<file path="src/rtl/mips_run_ctrl.sv">
// mips_run_ctrl: sequences a MIPS core through reset, run and stop.
//   Holds the core in reset for RST_CYCLES edges after Start, then enables it
//   and counts run cycles. The run ends on a halt request, a PC that stays
//   unchanged for STUCK_CYCLES samples, or the MAX_CYCLES limit, in that
//   priority order. A completion code is reported and held until the next Start.
// Ports:
//   Clk, Reset     - clock and synchronous active-high reset
//   Start          - level-sampled run request (honoured in IDLE and DONE)
//   Halt_Req       - core halt request (syscall/break)
//   Pc             - core program counter
//   Cpu_Reset      - registered reset to the core
//   Cpu_Run        - registered run enable to the core
//   Cycle_Cnt      - run cycles executed
//   Trace_Stb      - one-cycle pulse every TRACE_EVERY run cycles
//   Done           - sticky completion flag
//   Done_Code      - 0 none, 1 halt, 2 stuck, 3 limit
module mips_run_ctrl #(
    parameter int unsigned RST_CYCLES   = 1,
    parameter int unsigned MAX_CYCLES   = 24,
    parameter int unsigned CNT_W        = 32,
    parameter int unsigned PC_W         = 32,
    parameter int unsigned STUCK_CYCLES = 4,
    parameter int unsigned TRACE_EVERY  = 1
) (
    input  logic             Clk,
    input  logic             Reset,
    input  logic             Start,
    input  logic             Halt_Req,
    input  logic [PC_W-1:0]  Pc,
    output logic             Cpu_Reset,
    output logic             Cpu_Run,
    output logic [CNT_W-1:0] Cycle_Cnt,
    output logic             Trace_Stb,
    output logic             Done,
    output logic [1:0]       Done_Code
);

    localparam int unsigned HOLD_W  = (RST_CYCLES  > 1) ? $clog2(RST_CYCLES)  : 1;
    localparam int unsigned TRACE_W = (TRACE_EVERY > 1) ? $clog2(TRACE_EVERY) : 1;

    typedef enum logic [1:0] {
        S_IDLE,
        S_RST_HOLD,
        S_RUN,
        S_DONE
    } state_t;

    state_t state, next_state;

    logic [HOLD_W-1:0]  hold_cnt,  hold_d;
    logic [TRACE_W-1:0] trace_cnt, trace_d;
    logic [CNT_W-1:0]   stuck_cnt, stuck_d;
    logic [PC_W-1:0]    pc_prev,   prev_d;
    logic               pc_valid,  valid_d;

    logic [CNT_W-1:0]   cnt_d;
    logic               stb_d, done_d, reset_d, run_d;
    logic [1:0]         code_d;

    logic [CNT_W-1:0]   cnt_inc;
    logic [CNT_W-1:0]   stuck_inc;
    logic [1:0]         stop_code;

    // State and registered outputs
    always_ff @(posedge Clk) begin
        if (Reset) begin
            state     <= S_IDLE;
            hold_cnt  <= '0;
            trace_cnt <= '0;
            stuck_cnt <= '0;
            pc_prev   <= '0;
            pc_valid  <= 1'b0;
            Cpu_Reset <= 1'b1;
            Cpu_Run   <= 1'b0;
            Cycle_Cnt <= '0;
            Trace_Stb <= 1'b0;
            Done      <= 1'b0;
            Done_Code <= 2'd0;
        end else begin
            state     <= next_state;
            hold_cnt  <= hold_d;
            trace_cnt <= trace_d;
            stuck_cnt <= stuck_d;
            pc_prev   <= prev_d;
            pc_valid  <= valid_d;
            Cpu_Reset <= reset_d;
            Cpu_Run   <= run_d;
            Cycle_Cnt <= cnt_d;
            Trace_Stb <= stb_d;
            Done      <= done_d;
            Done_Code <= code_d;
        end
    end

    // Next state, including stop detection for the current run edge
    always_comb begin
        cnt_inc   = Cycle_Cnt + 1'b1;
        // The stuck count used for the stop test is the value after this sample
        stuck_inc = (pc_valid && (Pc == pc_prev)) ? stuck_cnt + 1'b1 : '0;

        if (Halt_Req)
            stop_code = 2'd1;
        else if ((STUCK_CYCLES != 0) && (stuck_inc == CNT_W'(STUCK_CYCLES)))
            stop_code = 2'd2;
        else if (cnt_inc == CNT_W'(MAX_CYCLES))
            stop_code = 2'd3;
        else
            stop_code = 2'd0;

        next_state = state;
        case (state)
            S_IDLE:     if (Start) next_state = S_RST_HOLD;
            S_RST_HOLD: if (hold_cnt == HOLD_W'(RST_CYCLES - 1)) next_state = S_RUN;
            S_RUN:      if (stop_code != 2'd0) next_state = S_DONE;
            S_DONE:     if (Start) next_state = S_RST_HOLD;
            default:    next_state = S_IDLE;
        endcase
    end

    // Next values of counters and registered outputs
    always_comb begin
        hold_d  = hold_cnt;
        trace_d = trace_cnt;
        stuck_d = stuck_cnt;
        prev_d  = pc_prev;
        valid_d = pc_valid;
        cnt_d   = Cycle_Cnt;
        stb_d   = 1'b0;
        done_d  = Done;
        code_d  = Done_Code;

        case (state)
            S_IDLE, S_DONE: begin
                if (Start) begin
                    hold_d  = '0;
                    trace_d = '0;
                    stuck_d = '0;
                    valid_d = 1'b0;
                    cnt_d   = '0;
                    done_d  = 1'b0;
                    code_d  = 2'd0;
                end
            end
            S_RST_HOLD: begin
                hold_d = hold_cnt + 1'b1;
            end
            S_RUN: begin
                cnt_d = cnt_inc;
                if (trace_cnt == TRACE_W'(TRACE_EVERY - 1)) begin
                    stb_d   = 1'b1;
                    trace_d = '0;
                end else begin
                    trace_d = trace_cnt + 1'b1;
                end
                stuck_d = stuck_inc;
                prev_d  = Pc;
                valid_d = 1'b1;
                if (stop_code != 2'd0) begin
                    done_d = 1'b1;
                    code_d = stop_code;
                end
            end
            default: ;
        endcase

        reset_d = (next_state == S_IDLE) || (next_state == S_RST_HOLD);
        run_d   = (next_state == S_RUN);
    end

endmodule
</file>
<file path="config.mk">
export PLATFORM = sky130hd
export DESIGN_NAME = mips_run_ctrl
export DESIGN_NICKNAME = d
export VERILOG_FILES = /design/src/rtl/mips_run_ctrl.sv
export SDC_FILE = /design/constraint.sdc
export NUM_CORES = 1
export LEC_CHECK = 0
export BUFFER_PORTS_ARGS = -buffer_cell sky130_fd_sc_hd__buf_4
export CORE_UTILIZATION = 50
export CTS_BUF_LIST = sky130_fd_sc_hd__clkbuf_8
export CTS_CLUSTER_DIAMETER = 120
export CTS_CLUSTER_SIZE = 28
export DETAILED_ROUTE_END_ITERATION = 16
export PLACE_DENSITY = 0.69
export SETUP_SLACK_MARGIN = 0.5
export SLEW_MARGIN = 5
export SYNTH_ARGS = -nofsm -noshare
export SYNTH_HDL_FRONTEND = slang
export SYNTH_SLANG_ARGS = --single-unit
</file>
<file path="constraint.sdc">
create_clock -name Clk -period 3.4 [get_ports Clk]
set_input_delay 0.17 -clock Clk [delete_from_list [all_inputs] [get_ports Clk]]
set_output_delay 0.17 -clock Clk [all_outputs]
set_load 0.02 [all_outputs]
</file>
Yosys cells after proc, flatten, opt, wreduce, memory -nomap -nowiden
Index checks and enable logic that the tools add are counted.

storage, ports and cells
  flip-flop bits (word level) = 107
  bits of input ports = 36
  output and inout port bits = 38
  logic and storage cells = 61

cells by class
  add/sub/neg operators = 4
  equal/unequal tests = 10
  muxes and demuxes = 22
  bitwise gates (word level) = 1
  reductions and logical operators = 12

operators by type and width
  operator                                                           count
  32-bit case mux with 2 select lines                                2
  32-bit by 1-bit adder with 32-bit output (second input constant)   2
  32-bit 2-to-1 mux                                                  2
  32-bit by 3-bit == test with 1-bit output (second input constant)  1
  32-bit == test                                                     1
  32-bit by 5-bit == test with 1-bit output (second input constant)  1
  2-bit 2-to-1 mux                                                   8
  1-bit case mux with 2 select lines                                 4
  2-bit == test (second input constant)                              3
  2-bit case mux with 3 select lines                                 1
  2-bit nonzero test                                                 3
  2-bit by 1-bit == test with 1-bit output (second input constant)   2
  2-bit logical NOT                                                  2
  1-bit 2-to-1 mux                                                   4
  2-bit case mux with 2 select lines                                 1
  2-bit AND reduction                                                2
  2-bit OR reduction                                                 2
  3-bit AND reduction                                                1
  1-bit adder (second input constant)                                2
  2-bit by 1-bit != test with 1-bit output (second input constant)   1
  2-bit != test (second input constant)                              1
  1-bit logical AND                                                  1
  1-bit logical OR                                                   1
  1-bit inverter                                                     1

Depth between registers and ports, before layout
  word-level depth = 11
  mapped depth = 11
  gate-level depth less buffers = 10

Worst setup path before layout
No wires, ideal clock.

  path kind = register to register
  from = reg Cycle_Cnt[14]
  to = reg Done_Code[1]
  library setup time = 0.062 ns
  arrival = 2.792 ns
  required time = 3.338 ns
  path slack = 0.547 ns
  cell stages (with the launch flop) = 11
  path buffers = 1
  clock period less this slack = 2.853 ns
  cells stage by stage = dfxtp_1 -> buf_2 -> nand4_1 -> nor3_1 -> and4_1 -> mux2i_1 -> o2111ai_1 -> nor4_1 -> a41oi_2 -> or3b_1 -> nand3_1

on the way
  cells in the longest elaborated chain, start to end = 8
  elaborated cells on any way between the ends = 10
  those cells by class = 1 x add/sub; 2 x eq/ne; 5 x mux; 2 x reduce/logical

ends and longest elaborated chain
  element                                        RTL line  RTL
  start, declared                                32        output logic [CNT_W-1:0] Cycle_Cnt,
  start signal, assigned                         88        Cycle_Cnt <= cnt_d;
  32-bit by 1-bit adder with 32-bit output (*)   97        cnt_inc = Cycle_Cnt + 1'b1;
  32-bit by 5-bit == test with 1-bit output (*)  105       else if (cnt_inc == CNT_W'(MAX_CYCLES))
  2-bit 2-to-1 mux (*)                           105
  2-bit 2-to-1 mux (*)                           103       else if ((STUCK_CYCLES != 0) && (stuck_inc == CNT_W'(STUCK_CYCLES)))
  2-bit 2-to-1 mux (*)                           101       if (Halt_Req)
  2-bit nonzero test                             158       if (stop_code != 2'd0) begin
  2-bit != test (no line)                        -
  3-bit AND reduction (no line)                  -
  end signal, assigned                           91        Done_Code <= code_d;
  end, declared                                  35        output logic [1:0] Done_Code

Every way passes the cells marked *; elsewhere a longest branch is shown, timed or not. The select of a mux whose other input is x is not followed.
A chain may end at the register's enable or synchronous reset.

Worst setup path after layout
  from = reg stuck_cnt[4]
  to = reg Done_Code[1]

on the way
  cells in the longest elaborated chain, start to end = 8
  elaborated cells on any way between the ends = 10
  those cells by class = 1 x add/sub; 2 x eq/ne; 5 x mux; 2 x reduce/logical

ends and longest elaborated chain
  element                                        RTL line  RTL
  start, declared                                52        logic [CNT_W-1:0] stuck_cnt, stuck_d;
  start signal, assigned                         83        stuck_cnt <= stuck_d;
  32-bit by 1-bit adder with 32-bit output (*)   99        stuck_inc = (pc_valid && (Pc == pc_prev)) ? stuck_cnt + 1'b1 : '0;
  32-bit 2-to-1 mux (*)                          99
  32-bit by 3-bit == test with 1-bit output (*)  103
  2-bit 2-to-1 mux (*)                           103
  2-bit 2-to-1 mux (*)                           101
  2-bit nonzero test                             158
  2-bit != test (no line)                        -
  3-bit AND reduction (no line)                  -

Marks and branches as above.

==> results.toml <==
[worst_setup_path]
cp-start-kind = "register"
setup.worst_path.end_class = "register"
cp.arrival_ns = 3.09
criticalPathCategory = "reg -> reg"
crit_required_ns = 3.73
worst_path_maximum_fanout = 8

[global_route]
grt_start_max_net_pins = 68
grt.total_usage_pct = 25.17
grt.overflow.total = 0
grt_first_pass_wirelength_mm = 26.27
grt_pass1_vias = 5562
grt_antenna_before_repair = 0

[clock_tree]
tritoncts.num_buffers = 9
tritoncts = "yes"
ctsLongestPathBuffers = 2
worstSkewPairLatency_ns = 0.38
cts.clk_slew.worst_paths_ns = 0.10
clock_tree.htree_level_count = 3
clkSinkCount = 106
cts_root_buf = "clkbuf_8"

[sta]
fin_worst_skew_ns = 0.009800
hold_viol = 0
final.setup.tns_ns = 0
achievable-frequency_mhz = 362.0
rsz0062_at_grt = "yes"
hold_ws_ns = 0.03143
max-slew-margin-rel_pct = 23.66
final-max-slew-violation-count = 0
timing.final.crit_share_pct = 81.25
final_period_minus_worst_setup_slack_ns = 2.763
report.final.setup_viol = 0
worst_slew_pin_slew_ns = 1.145

[finish]
layout.filler_cells = 1092
design.final.nets = 903
layout.area.seq_sq_um = 2170
fraction_of_layout_cells_with_a_size_suffix_above_1_pct = 20.79
area_of_the_multi_input_gates_sq_um = 4026
area_growth_pct = 18.42
total_inserted_antenna_cells = 0
post_layout_nonfiller_instances = 1034

[floorplan]
die_width_microns = 113.6
placementRows = 40
starting_density_of_the_core_pct = 51.59
num_io_pins = 74
fp.dieH_microns = 113.6
overall_die_area_sq_um = 12890
core_sq_um = 12060

[place]
portBuffers = 73
routabilityCongestion = 0.8803
dp_hpwl_mm = 10.81
placed_cells = 1008

[synth]
postSynth.asyncResetShare_pct = 0
synth_compound_area_share_pct = 16.63
netlist_instances = 803
yosys-mux-area-fraction_pct = 6.435
yosys.area_share.xor_xnor_pct = 6.616
yosys_warning_total = 0
synth_ff_type = "dfxtp_1"
post_synth_fa_ha_maj_area_fraction_pct = 0.8043
postSynthAreaPerCell_sq_um = 7.749
syn-cell-area_sq_um = 6222
sequential_fraction_of_the_synthesis_area_pct = 34.10
synth_cell_types = 65
postSynthRegisterBits = 106
dominant_combinational_cell_family_by_area_after_synthesis = "simple AND/OR/NAND/NOR gates"
synth-simple-area-share_pct = 31.23
edff_count_synth = 0
synthesis.nets = 843

[route]
route.detailed.vias_per_inst = 5.949
drt_pass1_iterations = 6
final_antenna_net_count = 0
initialDrtViolationCount = 498
routed-via-count = 6151
routed_wire_length_per_instance_microns = 15.60
drt_drc_violations_left = 0
wl_mm = 16.13

[power_and_ir_drop]
p_per_area_nw_per_um2 = 455.7
design_power_total_mw = 3.358
power.leakage_nw = 2.640
vdd_drop_max_mv = 0.4531

[status]
status = "completed"

[job]
drv_cap = 0

[worst_hold_path]
min-delay-path-class = "in -> reg"
-- routing by layer --
metal  routed length, microns  up-vias  global-route usage, %
met3                      713       28                  4.304
met5                        0        -                      0
met2                     7649      160                  40.77
met1                     7458     2936                  33.37
met4                      311        0                  9.912
li1                         -     3027                      -
-- sequential cells by signal (all words and copies together) (netlist names) --
| register | flops |
|---|---|
| Cycle_Cnt | 32 |
| pc_prev | 32 |
| stuck_cnt | 32 |
| Done_Code | 2 |
| state | 2 |
| Cpu_Reset | 1 |
| Cpu_Run | 1 |
| Done | 1 |
| Trace_Stb | 1 |
| hold_cnt | 1 |
| pc_valid | 1 |
-- cells in the mapped netlist, drive strengths merged, types with 3 or more instances --
master / number / area share, %
nor3: 28 / 2.3
and3: 11 / 1.1
o21ai: 55 / 4.4
a22oi: 5 / 0.60
xor2: 18 / 2.5
ha: 4 / 0.80
nor2b: 6 / 0.60
xnor2: 29 / 4.1
nand3b: 3 / 0.36
inv: 14 / 0.84
clkbuf: 35 / 2.1
nor2: 120 / 7.2
a311oi: 7 / 0.99
nand3: 33 / 2.8
buf: 14 / 1.2
or4: 5 / 0.66
and4: 5 / 0.70
nor4: 23 / 3.1
or2: 6 / 0.60
dfxtp: 106 / 34
a211oi: 5 / 0.60
o31ai: 4 / 0.48
nand4b: 6 / 0.84
and2: 10 / 1.0
a21oi: 68 / 5.5
a31oi: 9 / 0.90
mux2i: 40 / 6.4
or3: 13 / 1.3
nand2b: 4 / 0.40
nand2: 53 / 3.2
nor3b: 11 / 1.3
nand4: 23 / 2.5
-- cell usage in the layout, fill, tap and decap left out, drive strengths merged, types with 3 or more instances in the layout --
cell type / count
a211oi: 5
a21oi: 68
a22oi: 5
a311oi: 7
a31oi: 9
and2: 10
and3: 11
and4: 5
buf: 98
clkbuf: 9
dfxtp: 106
ha: 4
inv: 16
mux2i: 40
nand2: 53
nand2b: 4
nand3: 33
nand3b: 3
nand4: 23
nand4b: 6
nor2: 120
nor2b: 6
nor3: 28
nor3b: 11
nor4: 23
o21ai: 55
o31ai: 4
or2: 6
or3: 13
or4: 5
xnor2: 29
xor2: 18
-- power by group --
group	switching (mW)	internal, mW	total [mW]
registers	0.0850	1.35	1.44
clock network	0.427	0.327	0.754
logic	0.728	0.439	1.17
-- stage by stage --
step | worst slack [ns] | area, sq um | util (%)
floorplan | 0.5466 | 6222 | -
global placement | 0.4000 | 6877 | 57.01
detailed placement | 0.2991 | 6877 | 57.01
CTS | 0.5234 | 7144 | 59.23
global route | 0.4665 | 7368 | 61.09
finish | 0.6374 | 7368 | 61.09
-- timing repair --
| item | in CTS | in global routing |
|---|---|---|
| pin swaps | 5 | 13 |
| setup buffers | 4 | 8 |
| hold endpoints to repair | 0 | 0 |
| gates resized for setup | 22 | 40 |
| hold buffers | 0 | 0 |
| endpoints found under the setup margin | 4 | 6 |
| cloned | 0 | 0 |
-- cell families (layout without fill, tap and decap cells) --
group	count (synthesis)	in the layout
and+or+nand+nor	368	368
AOI/OAI and AO/OA	175	175
DFF	106	106
buffers and inverters	63	126
xor gates and xnor gates	47	47
muxes	40	40
adders and majority gates	4	4
-- critical path, cell delays in order (launching register included) --
cell      delay, ns
dfxtp_1        0.50
nand3_4        0.18
or3_4          0.43
nor4_4         0.26
mux2i_1        0.13
nor4_2         0.28
o2111a_1       0.29
a41oi_2        0.15
or3b_1         0.41
nand3_1        0.08
-- final cells by class --
| type | instances | share of cell area [%] |
|---|---|---|
| Timing Repair Buffer | 98 | 9.985 |
| Sequential cell | 106 | 29.44 |
| Tap cell | 168 | 2.853 |
| Inverter | 14 | 0.7132 |
| Clock buffer | 9 | 1.681 |
| Clock inverter | 5 | 0.6792 |
| Multi-Input combinational cell | 634 | 54.64 |
-- final timing paths --
| check | end | slack (ns) | depth (start not counted) | start |
|---|---|---|---|---|
| setup reg to reg | Done_Code[1]$_SDFFE_PP0P_ | 0.64 | 9 | stuck_cnt[4]$_SDFFE_PP0P_ |
| setup / recovery | Done_Code[1]$_SDFFE_PP0P_ | 0.64 | 9 | stuck_cnt[4]$_SDFFE_PP0P_ |
| hold reg to reg | Done_Code[1]$_SDFFE_PP0P_ | 0.53 | 2 | Done_Code[1]$_SDFFE_PP0P_ |
| hold / removal | pc_prev[25]$_SDFFE_PP0P_ | 0.03 | 3 | Pc[25] |
Power figures use the tool's default switching activity.
